`src/rtl/inst_fetch_pkg.sv`:
```
// Shared definitions for the instruction fetch unit: FSM states, instruction
// field positions and the default boot address.
package inst_fetch_pkg;

    localparam int XLEN = 32;
    localparam logic [XLEN-1:0] RESET_PC_DEFAULT = 32'h8000_0000;

    localparam int OPC_LSB = 0;
    localparam int OPC_MSB = 6;
    localparam int F3_LSB  = 12;
    localparam int F3_MSB  = 14;
    localparam int F7_LSB  = 25;
    localparam int F7_MSB  = 31;

    typedef enum logic [1:0] {
        IDLE  = 2'd0,
        REQ   = 2'd1,
        WAIT  = 2'd2,
        FLUSH = 2'd3
    } fetch_state_e;

    function automatic logic [XLEN-1:0] align_pc(input logic [XLEN-1:0] addr);
        return {addr[XLEN-1:2], 2'b00};
    endfunction

endpackage

```
`src/rtl/inst_fetch_fifo.sv`:
```
// Synchronous instruction buffer holding {pc, inst} pairs; flush clears it and
// takes precedence over a same-cycle push.
module inst_fetch_fifo #(
    parameter int WIDTH = 64,
    parameter int DEPTH = 2
) (
    input  logic                     clk,
    input  logic                     rst,
    input  logic                     push,
    input  logic [WIDTH-1:0]         push_data,
    input  logic                     pop,
    input  logic                     flush,
    output logic [WIDTH-1:0]         head,
    output logic [$clog2(DEPTH):0]   count
);

    localparam int AW = $clog2(DEPTH);
    localparam int CW = AW + 1;
    localparam logic [CW-1:0] DEPTH_C = CW'(DEPTH);

    logic [WIDTH-1:0] mem [DEPTH];
    logic [AW-1:0]    rd_ptr;
    logic [AW-1:0]    wr_ptr;
    logic             do_push;
    logic             do_pop;

    assign do_pop  = pop && (count != '0);
    assign do_push = push && ((count != DEPTH_C) || do_pop);

    always_ff @(posedge clk) begin
        if (rst || flush) begin
            rd_ptr <= '0;
            wr_ptr <= '0;
            count  <= '0;
        end else begin
            if (do_push)
                wr_ptr <= wr_ptr + AW'(1);
            if (do_pop)
                rd_ptr <= rd_ptr + AW'(1);
            case ({do_push, do_pop})
                2'b10:   count <= count + CW'(1);
                2'b01:   count <= count - CW'(1);
                default: count <= count;
            endcase
        end
    end

    // Storage is not reset: an empty buffer presents zeros through the head mux.
    always_ff @(posedge clk) begin
        if (do_push && !flush)
            mem[wr_ptr] <= push_data;
    end

    assign head = (count != '0) ? mem[rd_ptr] : '0;

endmodule

```
`src/rtl/inst_fetch.sv`:
```
// Instruction fetch: sequential PC requests to instruction memory with a single
// outstanding read, buffered results, and redirect handling from branch resolution.
module inst_fetch
    import inst_fetch_pkg::*;
#(
    parameter logic [31:0] RESET_PC   = RESET_PC_DEFAULT,
    parameter int          FIFO_DEPTH = 2
) (
    input  logic        clk,
    input  logic        rst,
    output logic        imem_req_valid,
    input  logic        imem_req_ready,
    output logic [31:0] imem_req_addr,
    input  logic        imem_resp_valid,
    input  logic [31:0] imem_resp_data,
    input  logic        redirect_valid,
    input  logic [31:0] redirect_pc,
    output logic        inst_valid,
    input  logic        inst_ready,
    output logic [31:0] inst,
    output logic [31:0] inst_pc,
    output logic [6:0]  opcode,
    output logic [2:0]  func3,
    output logic [6:0]  func7
);

    localparam int CW = $clog2(FIFO_DEPTH) + 1;
    localparam logic [CW-1:0] DEPTH_C = CW'(FIFO_DEPTH);

    fetch_state_e    state;
    fetch_state_e    state_nxt;
    logic [XLEN-1:0] pc;
    logic [XLEN-1:0] pc_nxt;
    logic [XLEN-1:0] req_pc;
    logic            req_fire;
    logic            capture_req;
    logic            fifo_push;
    logic            fifo_pop;
    logic            fifo_flush;
    logic [CW-1:0]   fifo_count;
    logic [2*XLEN-1:0] fifo_head;

    assign imem_req_valid = (state == REQ) && (fifo_count < DEPTH_C);
    assign imem_req_addr  = pc;
    assign req_fire       = imem_req_valid && imem_req_ready;
    assign fifo_pop       = inst_valid && inst_ready;

    always_ff @(posedge clk) begin
        if (rst) begin
            state <= IDLE;
            pc    <= RESET_PC;
        end else begin
            state <= state_nxt;
            pc    <= pc_nxt;
        end
    end

    always_ff @(posedge clk) begin
        if (capture_req)
            req_pc <= pc;
    end

    always_comb begin
        state_nxt   = state;
        pc_nxt      = pc;
        capture_req = 1'b0;
        fifo_push   = 1'b0;
        fifo_flush  = 1'b0;

        case (state)
            IDLE: state_nxt = REQ;
            REQ: begin
                if (req_fire) begin
                    capture_req = 1'b1;
                    pc_nxt      = pc + 32'd4;
                    state_nxt   = WAIT;
                end
            end
            WAIT: begin
                if (imem_resp_valid) begin
                    fifo_push = 1'b1;
                    state_nxt = REQ;
                end
            end
            FLUSH: begin
                if (imem_resp_valid)
                    state_nxt = REQ;
            end
            default: state_nxt = IDLE;
        endcase

        // A redirect wins over everything; FLUSH absorbs a response still owed
        // for a request that was already issued to memory.
        if (redirect_valid) begin
            fifo_flush = 1'b1;
            fifo_push  = 1'b0;
            pc_nxt     = align_pc(redirect_pc);
            case (state)
                IDLE:    state_nxt = REQ;
                REQ:     state_nxt = req_fire ? FLUSH : REQ;
                WAIT:    state_nxt = imem_resp_valid ? REQ : FLUSH;
                FLUSH:   state_nxt = FLUSH;
                default: state_nxt = IDLE;
            endcase
        end
    end

    inst_fetch_fifo #(
        .WIDTH (2*XLEN),
        .DEPTH (FIFO_DEPTH)
    ) u_fifo (
        .clk       (clk),
        .rst       (rst),
        .push      (fifo_push),
        .push_data ({req_pc, imem_resp_data}),
        .pop       (fifo_pop),
        .flush     (fifo_flush),
        .head      (fifo_head),
        .count     (fifo_count)
    );

    assign inst_valid = (fifo_count != '0);
    assign inst_pc    = fifo_head[2*XLEN-1:XLEN];
    assign inst       = fifo_head[XLEN-1:0];
    assign opcode     = inst[OPC_MSB:OPC_LSB];
    assign func3      = inst[F3_MSB:F3_LSB];
    assign func7      = inst[F7_MSB:F7_LSB];

endmodule

```
`config.mk`:
```
export PLATFORM = sky130hd
export DESIGN_NAME = inst_fetch
export DESIGN_NICKNAME = d
export VERILOG_FILES = /design/src/rtl/inst_fetch_pkg.sv /design/src/rtl/inst_fetch_fifo.sv /design/src/rtl/inst_fetch.sv
export SDC_FILE = /design/constraint.sdc
export NUM_CORES = 1
export LEC_CHECK = 0
export ABC_CLOCK_PERIOD_IN_PS = 8430
export BUFFER_PORTS_ARGS = -buffer_cell sky130_fd_sc_hd__buf_2
export CAP_MARGIN = 30
export CORE_UTILIZATION = 50
export DETAILED_ROUTE_END_ITERATION = 10
export MAX_ROUTING_LAYER = met4
export PLACE_DENSITY_LB_ADDON = 0.08
export SYNTH_ARGS = -nofsm -noshare
export SYNTH_HDL_FRONTEND = slang
export SYNTH_HIERARCHICAL = 1
export SYNTH_SLANG_ARGS = --single-unit
```
`constraint.sdc`:
```
create_clock -name clk -period 8.43 [get_ports clk]
set_input_delay 1.2645 -clock clk [delete_from_list [all_inputs] [get_ports clk]]
set_output_delay 1.2645 -clock clk [all_outputs]
set_load 0.05 [all_outputs]
```
==> results.sh <==
export IMPL_muxShareOfSynthArea_pct=8.25
export IMPL_grt_max_degree=65
export IMPL_gp_congestion=0.803
export IMPL_r2r_slack_ns=5.73
export IMPL_fin_setup_tns_ns=0
export IMPL_yosys_area_share_adder_pct=0.159
export IMPL_ys_top_cells_by_area="edfxtp_1, dfxtp_1, mux2i_1"
export IMPL_antenna_found_initial=0
export IMPL_tightest_slew_ns=0.932
export IMPL_ys_dominant_reg_cell="edfxtp_1"
export IMPL_yosysUniqueCellTypes=48
export IMPL_holdBufCountCts=0
export IMPL_min_to="u_fifo/mem[0][63]"
export IMPL_die_y_um=128
export IMPL_first_global_vias=4675
export IMPL_core_area_um2=15300
export IMPL_fp_dieW_um=128
export IMPL_finalCriticalPeriod_ns=3.70
export IMPL_run_status="complete, no violations"
export IMPL_fmax_ghz=0.271
export IMPL_ff2ff_path_depth=4
export IMPL_hpwl_um=9700
export IMPL_cp_data_required_time_ns=7.17
export IMPL_final_max_slew_viol_count=0
export IMPL_drive_gt1_share_pct=31.0
export IMPL_path_clk_slew_ns=0.07
export IMPL_synth_area_per_cell_um2=13.9
export IMPL_dp_cells=923
export IMPL_powerDensity_nw_per_um2=212
export IMPL_syn_inst=566
export IMPL_worstSetupPathType="reg -> out"
export IMPL_post_drt_wl_per_cell_um=15.7
export IMPL_whs_path_depth=0
export IMPL_synth_top_area_share_pct=60.2
export IMPL_min_path_type="reg -> reg"
export IMPL_drt_initial_drc_count=295
export IMPL_rsz0062_at_grt="false"
export IMPL_num_vias=4881
export IMPL_htreeDepth=4
export IMPL_synthesis_area_um2=7890
export IMPL_ir_worst_vdd_uv=145
export IMPL_finalHoldViolations=0
export IMPL_yosys_area_top_type="edfxtp_1"
export IMPL_synthXorXnorAreaFrac_pct=3.33
export IMPL_clk_latency_ns=0.43
export IMPL_cts_root_buffer_cell="clkbuf_16"
export IMPL_setup_viol=0
export IMPL_antenna_cells=0
export IMPL_synth_compound_area_share_pct=3.78
export IMPL_initial_utilization_pct=51.5
export IMPL_nets=802
export IMPL_yosys_warnings=6
export IMPL_grt_use_total_pct=19.8
export IMPL_maxCapViolCount=0
export IMPL_cts_sinks=195
export IMPL_cts_tree="yes"
export IMPL_startpoint_type="flop"
export IMPL_routed_via_density=5.11
export IMPL_slew_headroom_pct=37.0
export IMPL_grt_pass1_wl_um=23400
export IMPL_crit_path_end_kind="primary output"
export IMPL_drc=0
export IMPL_routed_wirelength_um=15000
export IMPL_worstPathArrival_ns=2.43
export IMPL_seq_area_frac_synth_pct=69.5
export IMPL_synth_simple_area_share_pct=11.1
export IMPL_pre_cts_slack_ns=4.47
export IMPL_min_from="req_pc[31]"
export IMPL_synth_seq_cells=195
export IMPL_cts_made_buffers=17
export IMPL_dieArea_um2=16300
export IMPL_r2r_end="u_fifo/mem[1][13]"
export IMPL_synthArstFlopShare_pct=0
export IMPL_cts_resized=0
export IMPL_port_buffers=180
export IMPL_synth_top_family_by_area="simple AND/OR/NAND/NOR gates"
export IMPL_ctsLongestPathBuffers=2
export IMPL_worstReg2RegStart="state[1]"
export IMPL_fin_worst_skew_ns=0.00872
export IMPL_core_rowCount=45
export IMPL_ant_nets=0
export IMPL_io_pins=185
export IMPL_leakagePower_nw=3.55
export IMPL_setup_slack_ns=4.73
export IMPL_crit_path_max_fanout=37
export IMPL_synth_edf_count=158
export IMPL_min_period_over_period_pct=43.8
export IMPL_drt_first_pass_iters=4
export IMPL_post_cts_setup_buffers=0
export IMPL_overflow=0
export IMPL_instances_no_fill=955
export IMPL_area_growth_pct=19.8
layout by cell type (no fill, tap or decap), types with 4 or more instances in the layout:
master and count:
nand4_1 14, a21oi_1 12, a211oi_1 21, clkbuf_16 17
nand2_1 26, mux2i_1 65, nor2_1 96, nand2b_1 4
dfxtp_1 36, xor2_1 21, conb_1 6, and3_1 6
xnor2_1 9, nor3_1 4, buf_2 180, edfxtp_1 158
buf_4 5, nand3_1 10
registers in the layout (all words and copies together), names as in the netlist, named ones only:
| name | cells |
|---|---|
| u_fifo/rd_ptr | 1 |
| u_fifo/wr_ptr | 1 |
| u_fifo/count | 2 |
| u_fifo/mem | 128 |
| state | 2 |
| imem_req_addr | 30 |
| req_pc | 30 |
area by class of cell:
type	instances	area, um2
fill	1220	5860
sequential	195	5490
multi-input combinational	326	2140
timing repair buffer	185	938
clock buffer	20	447
tap	211	264
clock inverter	12	154
inverter	6	22.5
worst max-delay path, stage by stage (launching register included):
cell and delay [ns]:
dfxtp_4 0.66, buf_4 0.64, mux2i_1 0.16, nor2_1 0.21, buf_2 0.31
how the worst max path moves through the flow:
stage                   start                to  slack [ns]
2_1_floorplan  redirect_valid  u_fifo/mem[1][0]        0.83
3_3_place_gp   redirect_valid  u_fifo/mem[1][7]        4.57
3_5_place_dp   redirect_valid  u_fifo/mem[1][0]        4.47
4_1_cts                  flop       inst_pc[23]        4.71
5_1_grt                  flop       inst_pc[24]        4.66
6_report                 flop       inst_pc[23]        4.73
stage by stage:
stage               hold WS (ns)  utilization, %  cell area (um2)  power (mW)
floorplan                  0.421               -             7910        1.17
global placement           0.422            57.8             8850        1.21
detailed placement         0.429            57.8             8850        1.21
CTS                        0.445            61.7             9450        2.02
global route               0.453            61.7             9450        2.07
finish                     0.445            61.7             9450        2.00
logic make-up (layout without fill, tap and decap cells):
logic type | after synthesis | count (layout)
buffers and inverters | 50 | 223
xor gates and xnor gates | 30 | 30
DFF | 195 | 195
and+or+nand+nor | 183 | 183
adders and majority gates | 1 | 1
muxes | 65 | 65
other | 1 | 6
AOI/OAI and AO/OA | 41 | 41
routing by layer:
metal	track usage (%)	vias up	share of wire, %
met5	-	-	0
met1	24.1	2331	43
met2	32.0	158	49
met3	4.06	20	5.7
li1	-	2372	-
met4	8.86	0	1.9
power by group:
group	internal, mW	total (mW)	switching, mW
registers	1.06	1.08	0.0200
clock network	0.475	0.813	0.337
logic	0.0323	0.111	0.0789
total	1.57	2.00	0.436
cell usage after synthesis (2+ instances only):
library cell,count
and2_1,2
a211oi_1,21
nand4_1,14
buf_2,6
nor3_2,2
nor3_1,5
buf_1,3
nand3_1,10
nor2b_1,2
inv_2,2
inv_1,3
nor2_1,96
edfxtp_1,158
and4_1,2
xnor2_1,9
dfxtp_1,37
nor3b_1,2
nand2b_1,4
nand2_1,26
xor2_1,21
and3_1,6
clkbuf_1,8
nor4_1,2
buf_4,25
mux2i_1,65
or2_2,2
a21oi_1,12
(Power assumes the default switching activity.)
